File: src/rtl/cordic_arbiter.sv
// cordic_arbiter: round-robin arbiter sharing one CORDIC unit among three requesters.
// An operation that sees no crd_done within TIMEOUT_CYC wait cycles ends with rsp_err set.
module cordic_arbiter #(
  parameter int TIMEOUT_CYC = 64
) (
  input  logic        clk,
  input  logic        rst_n,
  input  logic [2:0]  req,
  input  logic [71:0] req_x,
  input  logic [71:0] req_y,
  output logic [2:0]  ack,
  output logic [2:0]  rsp_valid,
  output logic [23:0] rsp_angle,
  output logic [23:0] rsp_magnitude,
  output logic        rsp_err,
  output logic        busy,
  output logic [23:0] crd_x,
  output logic [23:0] crd_y,
  output logic        crd_start,
  input  logic        crd_done,
  input  logic [23:0] crd_angle,
  input  logic [23:0] crd_magnitude
);
  typedef enum logic [1:0] {IDLE, START, WAIT, RESP} state_t;
  localparam logic [7:0] LAST = 8'(TIMEOUT_CYC - 1);
  state_t      state_q;
  logic [1:0]  grant_q, rr_q;
  logic [7:0]  cnt_q;
  logic [2:0]  ack_q, rsp_valid_q;
  logic [23:0] crd_x_q, crd_y_q, ang_q, mag_q;
  logic        err_q, crd_start_q;
  logic [1:0]  nxt1_d, nxt2_d, win_d;
  logic [23:0] x_d, y_d;
  always_comb begin
    nxt1_d = (rr_q == 2'd2) ? 2'd0 : rr_q + 2'd1;
    nxt2_d = (rr_q == 2'd0) ? 2'd2 : rr_q - 2'd1;
    win_d  = req[rr_q] ? rr_q : req[nxt1_d] ? nxt1_d : nxt2_d;
    x_d    = (win_d == 2'd2) ? req_x[71:48] : (win_d == 2'd1) ? req_x[47:24] : req_x[23:0];
    y_d    = (win_d == 2'd2) ? req_y[71:48] : (win_d == 2'd1) ? req_y[47:24] : req_y[23:0];
  end
  always_ff @(posedge clk or negedge rst_n) begin
    if (!rst_n) begin
      state_q     <= IDLE;
      grant_q     <= '0;
      rr_q        <= '0;
      cnt_q       <= '0;
      ack_q       <= '0;
      rsp_valid_q <= '0;
      crd_x_q     <= '0;
      crd_y_q     <= '0;
      ang_q       <= '0;
      mag_q       <= '0;
      err_q       <= 1'b0;
      crd_start_q <= 1'b0;
    end else begin
      ack_q       <= '0;
      rsp_valid_q <= '0;
      crd_start_q <= 1'b0;
      case (state_q)
        IDLE: if (|req) begin
          grant_q     <= win_d;
          crd_x_q     <= x_d;
          crd_y_q     <= y_d;
          ack_q       <= 3'b001 << win_d;
          crd_start_q <= 1'b1;
          state_q     <= START;
        end
        START: begin
          cnt_q   <= '0;
          state_q <= WAIT;
        end
        // crd_done takes priority over the timeout on the terminal cycle
        WAIT: if (crd_done) begin
          ang_q       <= crd_angle;
          mag_q       <= crd_magnitude;
          err_q       <= 1'b0;
          rsp_valid_q <= 3'b001 << grant_q;
          state_q     <= RESP;
        end else if (cnt_q == LAST) begin
          ang_q       <= '0;
          mag_q       <= '0;
          err_q       <= 1'b1;
          rsp_valid_q <= 3'b001 << grant_q;
          state_q     <= RESP;
        end else begin
          cnt_q <= cnt_q + 8'd1;
        end
        RESP: begin
          rr_q    <= (grant_q == 2'd2) ? 2'd0 : grant_q + 2'd1;
          state_q <= IDLE;
        end
        default: state_q <= IDLE;
      endcase
    end
  end
  assign ack           = ack_q;
  assign rsp_valid     = rsp_valid_q;
  assign rsp_angle     = ang_q;
  assign rsp_magnitude = mag_q;
  assign rsp_err       = err_q;
  assign busy          = state_q != IDLE;
  assign crd_x         = crd_x_q;
  assign crd_y         = crd_y_q;
  assign crd_start     = crd_start_q;
endmodule

File: config.mk
export PLATFORM = sky130hd
export DESIGN_NAME = cordic_arbiter
export DESIGN_NICKNAME = d
export VERILOG_FILES = /design/src/rtl/cordic_arbiter.sv
export SDC_FILE = /design/constraint.sdc
export NUM_CORES = 1
export LEC_CHECK = 0
export CAP_MARGIN = 0
export CORE_AREA = 4 4 94 163
export DETAILED_ROUTE_END_ITERATION = 8
export DIE_AREA = 0 0 98 167
export PLACE_DENSITY = 0.86
export SETUP_SLACK_MARGIN = 0.02
export SYNTH_ARGS = -nofsm -noshare
export SYNTH_HDL_FRONTEND = slang
export SYNTH_SLANG_ARGS = --single-unit
File: constraint.sdc
create_clock -name clk -period 4.15 [get_ports clk]
set_input_delay 0.6225 -clock clk [delete_from_list [all_inputs] [get_ports clk]]
set_output_delay 0.6225 -clock clk [all_outputs]
set_load 0.01 [all_outputs]
Yosys cells after proc, flatten, opt, wreduce, memory -nomap -nowiden
Cells that the tools add are included.

storage, ports and cells
  register bits after elaboration = 118
  bits of input ports = 198
  output and inout port bits = 105
  word-level logic and storage cells = 74

cells by class
  $add $sub $neg = 4
  $lt $le $gt $ge = 2
  equal/unequal tests = 12
  shifts and indexed selects = 2
  mux-type cells = 32
  reductions and logical operators = 10

operator list
  cell                   count
  $mux W24               7
  $mux W2                8
  $mux W8                2
  $pmux W8 S2            1
  $mux W3                5
  $eq A2 B2 Y1 const B   5
  $add A8 B1 Y8 const B  1
  $eq A8 B6 Y1 const B   1
  $pmux W2 S4            1
  $lt A2 B3 Y1 const B   2
  $mux W1                6
  $ne A2 B2 Y1 const B   3
  $reduce_and A2 Y1      3
  $reduce_bool A2 Y1     3
  $shl A1 B2 Y3 const A  2
  $add A2 B1 Y2 const B  2
  $bmux W1 S2            2
  $eq A2 B1 Y1 const B   2
  $logic_not A2 Y1       2
  $ne A3 B3 Y1 const B   1
  $reduce_and A3 Y1      1
  $reduce_or A3 Y1       1
  $sub A2 B1 Y2 const B  1

Longest topological paths before layout
  word-level depth = 9
  depth in mapped cells = 10
  mapped depth without buffers = 8

Worst setup path after synthesis
No wires, ideal clock.

  kind = register to register
  start = reg rr_q[1]
  end = reg crd_x_q[10] (netlist: crd_x[10])
  library setup time = 126 ps
  arrival time = 1937 ps
  required time = 4024 ps
  path slack = 2087 ps
  cell stages (with the launch flop) = 11
  cell sequence = dfrtp_1 > inv_1 > ha_1 > mux2i_1 > o21bai_2 > o21a_1 > or2_1 > buf_2 > buf_2 > o21ai_0 > o21ai_1

on the way
  cells in the longest elaborated chain, start to end = 9
  elaborated cells between the ends (all ways) = 16
  those cells by class = add/sub (2); eq/ne (3); mux (10); reduce/logical (1)

ends and longest elaborated chain
  element                                               RTL line  RTL
  start: declaration                                    27        logic [1:0] grant_q, rr_q;
  start signal: assignment                              89        rr_q <= (grant_q == 2'd2) ? 2'd0 : grant_q + 2'd1;
  $add A2 B1 Y2 / $eq A2 B2 Y1 (equally long branches)  35        nxt1_d = (rr_q == 2'd2) ? 2'd0 : rr_q + 2'd1;
  $mux W2                                               35
  $bmux W1 S2                                           37        win_d = req[rr_q] ? rr_q : req[nxt1_d] ? nxt1_d : nxt2_d;
  $mux W1 (not written as such)                         37
  $mux W2                                               37
  $mux W2 (*)                                           37
  $eq A2 B1 Y1                                          38        x_d = (win_d == 2'd2) ? req_x[71:48] : (win_d == 2'd1) ? req_x[47:24] : req_x[23:0];
  $mux W24                                              38
  $mux W24 (*)                                          38
  end signal: assignment                                49        crd_x_q <= '0;
  end signal: assignment                                62        crd_x_q <= x_d;
  end: declaration                                      30        logic [23:0] crd_x_q, crd_y_q, ang_q, mag_q;

Every way passes the cells marked *; elsewhere a longest branch is shown, timed or not. The select of a mux whose other input is x is not followed.
A chain may end at the register's enable or synchronous reset.

Final worst setup path
  start = reg rr_q[1]
  end = reg crd_x_q[7] (netlist: crd_x[7])

The elaborated chain is that of the path after synthesis.

==> results.toml <==
[run_status]
outcome = "finished clean"

[yosys]
syn_nets = 818
yosysTopAreaCellShare = 0.486
postSynthCellCount = 612
synthTopCellsByCount = "118 x dfrtp_1, 71 x o21ai_1, 60 x nand2_1"
ys_top_cells_by_area = "dfrtp_1 49%, a22o_1 6.9%, o21ai_1 5.8%"
synth_cell_types = 42
synthMostInstantiatedCell = "dfrtp_1"
ys_warn_count = 0
ys_seq_area_frac = 0.486
avgSynthCellArea_um2 = 9.93
synth_seq_cells = 118
synth_edf_count = 0
synth_top_flop_cell = "dfrtp_1"
syn-cell-area_um2 = 6080
async_flop_share = 1.00
synth_top_area_cell = "dfrtp_1"

[timing]
max_slew_margin = 0.463
post-route-period-util = 0.726
min_period_ns = 3.01
fin_skew_ns = 0.0132
hold_viol = 0
drv_slew = 0
report.final.setup_viol = 0
fmax_ghz = 0.332
finalSetupTns_ns = 0
rsz0062_at_grt = "no"
worstMarginPinSlew_ns = 0.805

[drt]
wl_met3_um = 1790
viasPerCell = 5.77
route.met2.wl_um = 11700
detail-route-antenna-nets = 0
drc_errors = 0
dr.pass1.iters = 5
wl_met1_um = 7920
vias = 6198
wl_per_cell_um = 20.4
wl_um = 22000
maxUsedRoutingLayer = "met5"
drt_iter0_markers = 414

[place]
place_inst = 1042
io_buffers = 302
place_hpwl_um = 15600
place_area_um2 = 9190
globalplace.congestion = 0.801

[setup_path]
critical_path_required_ns = 4.47
worstPathMaxFanout = 49
path_cells = "inv_1 -> ha_1 -> nor2b_1 -> o21ai_1 -> o21a_2 -> or2_2 -> buf_4 -> o21ai_0 -> o21ai_1"
crit_type = "flop to flop"
crit_buf_inv = 2
worst_path_most_repeated_cell = "o21ai_1"
slowest_delay_ns = 0.60
slowest_stage = "o21a_2"
ff2ff_setup_slack_ns = 1.14
cp-start-kind = "flop"
cpLargestDelayFamily = "compound AO/OA/AOI/OAI gates"
arrival_ns = 3.33
endpoint_kind = "flop"

[job]
drv_cap = 0

[clocking]
tritoncts = "yes"
clkTransAtPathRegs_ns = 0.06
cts_resized = 0
postCtsSetupRepairBufs = 0
h-tree-depth = 4
cts_buffer_depth = 2
cts_made_buffers = 17
cts_root_buffer = "clkbuf_16"
hold_buffers = 0
worstSkewPairLatency_ns = 0.41
cts_sinks = 118

[cells_and_area]
fin_cells = 1074
diodes = 0
fillCellCount = 1059
stdcell_area_um2 = 9790
regArea_um2 = 2950
area_growth_pct = 61.1
drive_above_1_share = 0.0892
nets = 1090
multi_input_area_um2 = 2860
finish.utilization = 0.704

[power_and_ir_drop]
power_leakage_nw = 3.90
pwr-share-clk = 0.190
ir_worst_vdd_uv = 581
seqPwrFrac = 0.251
p_comb_frac = 0.560
p_sw_w = 0.00327
netSwitchingFraction = 0.412
power.total_w = 0.00793
power_density_nw_per_um2 = 810
internal-power_w = 0.00466

[global_route]
grt_pass1_wl_um = 34200
grt_pass1_vias = 6282
grt.overflow.total = 0
grt_util_all_layers = 0.262
grt_antenna_before_repair = 1
grt_max_degree = 61

[floorplan]
io-pin-count = 303
core_region_area_um2 = 13900
start_util = 0.437
die_x_um = 98
row_count = 57
die_h_um = 167
dieArea_um2 = 16400

[min_path]
min_path_type = "input pin to async pin"
[per-layer routing]
| layer | global-route usage | vias to the layer above |
|---|---|---|
| li1 | - | 2878 |
| met1 | 0.302 | 2986 |
| met2 | 0.462 | 300 |
| met3 | 0.0670 | 32 |
| met4 | 0.0989 | 2 |
| met5 | 0 | - |
[flip-flops by register name (all words and copies together), names as in the netlist]
| signal | cells |
|---|---|
| cnt_q | 8 |
| rr_q | 2 |
| state_q | 2 |
| grant_q | 2 |
| rsp_magnitude | 24 |
| rsp_err | 1 |
| rsp_valid | 3 |
| crd_x | 24 |
| ack | 3 |
| crd_start | 1 |
| rsp_angle | 24 |
| crd_y | 24 |
[worst register-to-register path: stages, from the launching register on]
cell and delay (ns):
dfrtp_1 0.49, inv_1 0.13, ha_1 0.27, nor2b_1 0.15, o21ai_1 0.32, o21a_2 0.60, or2_2 0.21, buf_4 0.43
o21ai_0 0.15, o21ai_1 0.19
[area by class of cell]
| cell class | count | area share |
|---|---|---|
| Timing Repair Buffer | 316 | 0.319 |
| Sequential cell | 118 | 0.301 |
| Multi-Input combinational cell | 422 | 0.292 |
| Clock buffer | 18 | 0.0438 |
| Tap cell | 177 | 0.0226 |
| Clock inverter | 14 | 0.0179 |
| Inverter | 9 | 0.00345 |
[cell families (layout without fill, tap and decap cells)]
group	count (synthesis)	after routing	share of synthesized area
flops	118	118	0.486
fa+ha+maj	8	8	0.0165
xor+xnor	6	6	0.00864
compound gates	308	308	0.363
mux	2	2	0.00350
buf+inv	72	357	0.0527
simple gates	98	98	0.0698
[cell usage in the layout, fill, tap and decap left out, drive strengths merged, types with 2 or more instances in the layout]
cell           Yosys  final
a21oi             53     53
a221oi            47     47
a22o              48     48
and3               2      2
buf               22     15
bufinv             0      3
clkbuf            41     18
clkdlybuf4s50      0    301
clkinv             0      9
dfrtp            118    118
ha                 8      8
inv                9     11
nand2             60     60
nand2b             2      2
nand3              2      2
nand4              2      2
nor2              16     16
nor2b              4      4
nor3               3      3
nor3b              3      3
o211ai            47     47
o21a               2      2
o21ai            102    102
o21bai             2      2
o31ai              2      2
xor2               6      6
[power groups by stage]
stage / Combinational, W / Clock, W / Sequential [W]
floorplan: 0.00245 / 0 / 0.00217
global placement: 0.00433 / 0 / 0.00197
detailed placement: 0.00442 / 0 / 0.00200
CTS: 0.00445 / 0.00152 / 0.00199
global route: 0.00480 / 0.00158 / 0.00206
finish: 0.00444 / 0.00150 / 0.00199
[per-stage QoR]
step / hold WS, ns / setup slack, ns
CTS: 0.317 / 1.18
global placement: 0.466 / 1.16
floorplan: 0.327 / 2.09
global route: 0.358 / 0.896
finish: 0.292 / 1.14
detailed placement: 0.475 / 1.10
[final timing paths]
| kind | depth (start not counted) | start | to |
|---|---|---|---|
| setup reg to reg | 9 | rr_q[1]$_DFFE_PN0N_ | crd_x[7]$_DFFE_PN0P_ |
| setup / recovery | 9 | rr_q[1]$_DFFE_PN0N_ | crd_x[7]$_DFFE_PN0P_ |
| hold / removal | 1 | rst_n | rsp_angle[12]$_DFFE_PN0P_ |
| hold reg to reg | 2 | crd_y[15]$_DFFE_PN0P_ | crd_y[15]$_DFFE_PN0P_ |
| min in group clk | 2 | crd_y[15]$_DFFE_PN0P_ | crd_y[15]$_DFFE_PN0P_ |
| max in group asynchronous | 2 | rst_n | rsp_magnitude[19]$_DFFE_PN0P_ |
Note: power is estimated with default switching activity, not from simulation.
